==> config.mk <==
export PLATFORM = sky130hd
export DESIGN_NAME = dac_tx_flat
export DESIGN_NICKNAME = d
export VERILOG_FILES = /design/src/rtl/sig_pkg.sv /design/src/rtl/dac_tx_if.sv /design/src/rtl/dac_tx_sync_fifo.sv /design/src/rtl/dac_tx.sv /design/src/flat_wrapper.sv
export SDC_FILE = /design/constraint.sdc
export NUM_CORES = 1
export LEC_CHECK = 0
export ABC_AREA = 1
export CAP_MARGIN = 20
export CORE_AREA = 10 10 89 91
export DETAILED_ROUTE_END_ITERATION = 7
export DIE_AREA = 0 0 99 101
export GPL_TIMING_DRIVEN = 0
export PLACE_DENSITY = 0.68
export SLEW_MARGIN = 20
export SYNTH_ARGS = -nofsm -noshare
export SYNTH_HDL_FRONTEND = slang
export SYNTH_SLANG_ARGS = --single-unit
==> constraint.sdc <==
create_clock -name clk -period 4.2 [get_ports clk]
set_input_delay 0.42 -clock clk [delete_from_list [all_inputs] [get_ports clk]]
set_output_delay 0.42 -clock clk [all_outputs]
set_load 0.02 [all_outputs]
==> src/rtl/sig_pkg.sv <==
// Shared constants and the bias/saturation helper for the signal separator's
// converter paths. The ADC front end strips the same bias this adds back.
package sig_pkg;

  localparam int DATA_W = 10;

  localparam logic [DATA_W-1:0] DAC_MIDSCALE = 10'd512;
  localparam logic [DATA_W-1:0] DAC_MAX_CODE = {DATA_W{1'b1}};

  typedef logic [DATA_W-1:0] dac_code_t;

  // Adds an unsigned bias to a signed sample. The sum is two bits wider than
  // the sample so it can never wrap. It is then clamped to 0..2^DATA_W-1.
  function automatic dac_code_t sat_add_bias(input logic signed [DATA_W-1:0] sample,
                                             input logic [DATA_W-1:0] bias);
    logic signed [DATA_W+1:0] sum;
    logic signed [DATA_W+1:0] max_code;
    sum      = {{2{sample[DATA_W-1]}}, sample} + {2'b00, bias};
    max_code = {2'b00, DAC_MAX_CODE};
    if (sum < 0)
      return '0;
    else if (sum > max_code)
      return DAC_MAX_CODE;
    else
      return sum[DATA_W-1:0];
  endfunction

endpackage

==> src/rtl/dac_tx_if.sv <==
// Sample stream into the DAC driver. This is a valid/ready handshake that
// carries one signed, zero-centred sample per transfer.
interface dac_tx_if #(
  parameter int DATA_W = 10
);
  logic [DATA_W-1:0] data;
  logic              valid;
  logic              ready;

  modport master (output data, output valid, input ready);
  modport slave  (input data, input valid, output ready);
endinterface

==> src/rtl/dac_tx_sync_fifo.sv <==
// Small synchronous first-word-fall-through FIFO. dout shows the head entry
// whenever the FIFO is not empty. DEPTH must be a power of two and at least 2.
module sync_fifo #(
  parameter int WIDTH = 10,
  parameter int DEPTH = 4,
  localparam int AW = $clog2(DEPTH)
) (
  input  logic             clk,
  input  logic             rst,
  input  logic             push,
  input  logic             pop,
  input  logic [WIDTH-1:0] din,
  output logic [WIDTH-1:0] dout,
  output logic             full,
  output logic             empty,
  output logic [AW:0]      level
);

  logic [WIDTH-1:0] mem [DEPTH];
  logic [AW-1:0]    rd_ptr;
  logic [AW-1:0]    wr_ptr;
  logic             do_push;
  logic             do_pop;

  assign full    = (level == (AW+1)'(DEPTH));
  assign empty   = (level == '0);
  assign do_push = push && !full;
  assign do_pop  = pop && !empty;
  assign dout    = mem[rd_ptr];

  // Storage array. It needs no reset because level alone decides what is valid.
  always_ff @(posedge clk) begin
    if (do_push)
      mem[wr_ptr] <= din;
  end

  // Pointers and occupancy. A simultaneous push and pop leaves level unchanged.
  always_ff @(posedge clk) begin
    if (rst) begin
      rd_ptr <= '0;
      wr_ptr <= '0;
      level  <= '0;
    end else begin
      if (do_push)
        wr_ptr <= wr_ptr + 1'b1;
      if (do_pop)
        rd_ptr <= rd_ptr + 1'b1;
      level <= level + {{AW{1'b0}}, do_push} - {{AW{1'b0}}, do_pop};
    end
  end

endmodule

==> src/rtl/dac_tx.sv <==
// Streaming driver for the parallel DAC. It buffers incoming samples and
// releases one every DIV clocks. Each released sample gets the DC bias added
// back and is saturated. The block also produces the DAC latch clock.
// DIV must be even and at least 2. FIFO_DEPTH must be a power of two.
module dac_tx
  import sig_pkg::*;
#(
  parameter int                DATA_W     = sig_pkg::DATA_W,
  parameter logic [DATA_W-1:0] DC_BIAS    = DAC_MIDSCALE,
  parameter int                DIV        = 4,
  parameter int                FIFO_DEPTH = 4,
  localparam int               LVL_W      = $clog2(FIFO_DEPTH) + 1
) (
  input  logic              clk,
  input  logic              rst,
  dac_tx_if.slave           s,
  output logic [DATA_W-1:0] dac_data,
  output logic              dac_clk,
  output logic              underrun,
  output logic [LVL_W-1:0]  level
);

  localparam int CNT_W = (DIV > 2) ? $clog2(DIV) : 1;

  logic [CNT_W-1:0]  cnt;
  logic [CNT_W-1:0]  cnt_next;
  logic              tick;
  logic              fifo_full;
  logic              fifo_empty;
  logic              push;
  logic [DATA_W-1:0] head;

  assign s.ready  = !rst && !fifo_full;
  assign push     = s.valid && s.ready;
  assign tick     = (cnt == CNT_W'(DIV - 1));
  assign cnt_next = tick ? '0 : cnt + 1'b1;

  sync_fifo #(
    .WIDTH (DATA_W),
    .DEPTH (FIFO_DEPTH)
  ) u_fifo (
    .clk   (clk),
    .rst   (rst),
    .push  (push),
    .pop   (tick),
    .din   (s.data),
    .dout  (head),
    .full  (fifo_full),
    .empty (fifo_empty),
    .level (level)
  );

  // Rate counter, output code, latch clock and underrun flag. All of them are
  // registered so that nothing combinational reaches the DAC pins.
  always_ff @(posedge clk) begin
    if (rst) begin
      cnt      <= '0;
      dac_data <= DC_BIAS;
      dac_clk  <= 1'b0;
      underrun <= 1'b0;
    end else begin
      cnt      <= cnt_next;
      dac_clk  <= (cnt_next >= CNT_W'(DIV / 2));
      underrun <= tick && fifo_empty;
      if (tick && !fifo_empty)
        dac_data <= sat_add_bias($signed(head), DC_BIAS);
    end
  end

endmodule

==> src/flat_wrapper.sv <==
// flat-port wrapper written by rule: the top's interface ports become plain ports
module dac_tx_flat import sig_pkg::*;
#(
  parameter int                DATA_W     = sig_pkg::DATA_W,
  parameter logic [DATA_W-1:0] DC_BIAS    = DAC_MIDSCALE,
  parameter int                DIV        = 4,
  parameter int                FIFO_DEPTH = 4,
  localparam int               LVL_W      = $clog2(FIFO_DEPTH) + 1
)
  (clk, rst, dac_data, dac_clk, underrun, level, s_data, s_valid, s_ready);
  dac_tx_if #(.DATA_W(DATA_W)) s_i ();
  input  logic clk;
  input  logic rst;
  output logic [DATA_W-1:0] dac_data;
  output logic dac_clk;
  output logic underrun;
  output logic [LVL_W-1:0] level;
  input wire logic [$bits(s_i.data)-1:0] s_data;
  input wire logic [$bits(s_i.valid)-1:0] s_valid;
  output wire logic [$bits(s_i.ready)-1:0] s_ready;
  assign s_i.data = s_data;
  assign s_i.valid = s_valid;
  assign s_ready = s_i.ready;
  dac_tx #(.DATA_W(DATA_W), .DC_BIAS(DC_BIAS), .DIV(DIV), .FIFO_DEPTH(FIFO_DEPTH)) u_core (.clk(clk), .rst(rst), .s(s_i), .dac_data(dac_data), .dac_clk(dac_clk), .underrun(underrun), .level(level));
endmodule
==> flow_metrics.py <==
metrics = {
    "status": {
        "status": "finished, final reports clean",
    },
    "route": {
        "antenna_left": 0,
        "post-route-drc-count": 0,
        "routedWlPerCell_microns": 13.0,
        "firstDrtPassIters": 5,
        "via_count": 1882,
        "wl_microns": 5380,
        "drt_iter0_markers": 123,
        "routed_via_density": 4.56,
    },
    "die": {
        "start_util_pct": 43.6,
        "die_h_microns": 101,
        "coreArea_sq_um": 6200,
        "ios": 29,
        "die_area_sq_um": 10000,
        "num_rows": 29,
        "die_x_microns": 99,
    },
    "grt": {
        "grt_pass1_vias": 1853,
        "grt_pass1_wl_microns": 8990,
        "grt_max_degree": 12,
        "gr-total-overflow": 0,
        "antenna_found_initial": 0,
        "grt_usage_pct": 11.5,
    },
    "yosys": {
        "yosys_warnings": 0,
        "synth-seq-cells": 62,
        "syn_area_sq_um": 2700,
        "yosysSeqAreaShare_pct": 60.7,
        "yosysUniqueCellTypes": 23,
        "synth.area.top_cells": "edfxtp_1 (44%), dfxtp_1 (16%), nand2_1 (10%), inv_1 (8.6%), nor2_1 (4.7%)",
        "syn_area_per_cell_sq_um": 9.22,
        "synth_edf_count": 40,
        "syn-num-nets": 314,
        "synthFlopType": "edfxtp_1",
        "async_flop_share_pct": 0,
        "yosys.area.top_type": "edfxtp_1",
        "synthCells": 293,
        "yosys.area.top_type_share_pct": 44.4,
    },
    "worst_setup_path": {
        "critical_path.top_delay_family": "buffers and inverters",
        "r2r_slack_ns": 2.19,
        "crit_buf_inv": 1,
        "r2r_start": "u_core.u_fifo.level[1]$_SDFF_PP0_",
        "critPathLaunch": "u_core.u_fifo.level[1]$_SDFF_PP0_",
        "cpPeakStageDelay_ns": 0.63,
        "timing.rr.end": "u_core.u_fifo.level[2]$_SDFF_PP0_",
        "cp_slowest_cell": "clkdlybuf4s50_1",
        "critical_path.cell_chain": "nor2_4, a21oi_1, clkdlybuf4s50_1",
        "criticalPathCategory": "register to primary output",
        "cp_data_required_time_ns": 3.78,
        "reg2regPathDepth": 10,
        "worst-path-stages": 3,
        "endpoint": "s_ready",
        "start_kind": "register",
        "critical_path_arrival_ns": 1.66,
        "crit_fanout": 4,
        "setup.worst_path.end_class": "primary output",
    },
    "place": {
        "port-buffer-count": 27,
        "dp_hpwl_microns": 3560,
        "place.gp.congestion": 0.744,
        "dp_cells": 397,
        "dpl_cell_area_sq_um": 3070,
    },
    "clock_tree": {
        "postCtsSetupBuffers": 0,
        "cts_max_level": 3,
        "cts.clk_slew.worst_paths_ns": 0.07,
        "clock_sinks": 62,
        "cts_root_buf": "clkbuf_8",
        "cts_tree": "done",
        "ctsResizeCount": 0,
        "clkLatencyLatePin_ns": 0.34,
        "clockBufferDepth": 2,
        "ctsHoldBuffers": 0,
        "numCtsBuffers": 9,
    },
    "final_layout": {
        "final_nets": 352,
        "syn2layout_area_growth_pct": 20.6,
        "fillers": 592,
        "final-seq-area_sq_um": 1640,
        "fin_area_sq_um": 3260,
        "layout.cells.non_filler": 413,
        "num_antenna_cells": 0,
        "multi_input_area_sq_um": 746,
        "drive_above_1_share_pct": 9.82,
    },
    "timing": {
        "hold_viol": 0,
        "slew_headroom_pct": 29.6,
        "max_freq_mhz": 481,
        "rsz0062_at_grt": "false",
        "skew_ns": 0.00738,
        "setup_viol_count_final": 0,
        "layout_min_cycle_time_ns": 2.08,
        "worstMarginPinSlew_ns": 1.05,
        "report.final.slew_viol_count": 0,
        "fin_crit_sh_pct": 49.5,
        "fin_tns_setup_ns": 0,
    },
    "power": {
        "switchingPower_uw": 344,
        "power_leakage_nw": 1.46,
        "sw_frac_of_total_pct": 25.4,
        "seqPwrFrac_pct": 51.2,
        "power_frac_comb_pct": 11.8,
        "p_int_mw": 1.01,
        "p_per_area_nw_per_um2": 416,
        "peakVddDrop_uv": 217,
        "p_clk_share_pct": 37.0,
    },
    "worst_hold_path": {
        "hold_class": "input port to register",
    },
    "job": {
        "maxCapViolations": 0,
    },
}
-- metrics by stage --
stage               hold WS, ns  worst slack, ns  total power, mW  utilization (%)
floorplan                 0.402             2.25            0.805                -
global placement          0.412             1.85            0.863             49.5
detailed placement        0.420             1.83            0.867             49.5
CTS                       0.370             2.10             1.37             52.5
global route              0.389             2.02             1.42             52.5
finish                    0.385             2.12             1.35             52.5
-- power by group through the flow --
stage | logic, mW | clock network (mW) | registers [mW]
global placement | 0.157 | 0 | 0.705
CTS | 0.162 | 0.515 | 0.693
global route | 0.180 | 0.540 | 0.696
detailed placement | 0.161 | 0 | 0.706
finish | 0.160 | 0.502 | 0.693
floorplan | 0.0881 | 0 | 0.717
-- cells in the final DEF (no fill, tap or decap), drive strengths merged --
master | synthesis | layout
o21ai | 2 | 2
nor3 | 1 | 1
clkbuf | 0 | 9
nand3 | 24 | 24
fa | 1 | 1
buf | 9 | 9
clkinvlp | 0 | 3
clkinv | 1 | 4
nor2 | 35 | 35
inv | 65 | 65
nand4 | 1 | 1
nand2 | 78 | 78
or2 | 1 | 1
ha | 7 | 7
a21oi | 6 | 6
edfxtp | 40 | 40
bufinv | 0 | 1
clkdlybuf4s50 | 0 | 27
dfxtp | 22 | 22
-- cells in the mapped netlist (2+ instances only) --
master,n
edfxtp_1,40
nand2_4,2
inv_2,3
o21ai_0,2
a21oi_1,5
nand2_1,74
nand3_1,23
nor2_1,34
buf_6,2
dfxtp_1,22
buf_2,6
nand2_2,2
ha_1,7
inv_1,62
-- registers in the layout, indices dropped and copies added, names as in the netlist, named ones only --
signal / count
u_core.cnt: 2
u_core.dac_data: 10
u_core.u_fifo.level: 3
u_core.u_fifo.mem: 40
u_core.u_fifo.rd_ptr: 2
u_core.u_fifo.wr_ptr: 2
u_core.underrun: 1
-- area by class of cell --
| cell class | count | area share [%] |
|---|---|---|
| Buffer | 9 | 2.07 |
| Clock buffer | 9 | 3.80 |
| Clock inverter | 7 | 2.00 |
| Inverter | 66 | 7.60 |
| Multi-Input combinational cell | 156 | 22.9 |
| Sequential cell | 62 | 50.4 |
| Tap cell | 77 | 2.96 |
| Timing Repair Buffer | 27 | 8.29 |
-- how the worst min path moves through the flow --
stage,startpoint,to,cells past startpoint
after floorplan,u_core.cnt[0]$_SDFF_PP0_,u_core.cnt[0]$_SDFF_PP0_,1
after global placement,u_core.cnt[0]$_SDFF_PP0_,u_core.cnt[0]$_SDFF_PP0_,1
after detailed placement,u_core.cnt[0]$_SDFF_PP0_,u_core.cnt[0]$_SDFF_PP0_,1
after CTS,rst,u_core.u_fifo.rd_ptr[1]$_SDFFE_PP0P_,2
after global routing,rst,u_core.u_fifo.level[0]$_SDFF_PP0_,2
final,rst,u_core.u_fifo.rd_ptr[1]$_SDFFE_PP0P_,2
-- cells by family after synthesis --
| group | Yosys count | synth area share (%) |
|---|---|---|
| buffers and inverters | 75 | 11.7 |
| DFF | 62 | 60.7 |
| adders and majority gates | 8 | 3.98 |
| AOI/OAI and AO/OA | 8 | 1.62 |
| and+or+nand+nor | 140 | 22.0 |
-- metal layers --
layer  part of all wire, %  track usage [%]  up-vias
met5                     0                0        -
met4                  0.89             6.95        0
met3                   4.9             3.77        7
met2                    51             18.3       45
met1                    43             13.2      861
li1                      -                -      969
Power figures use the tool's default switching activity.
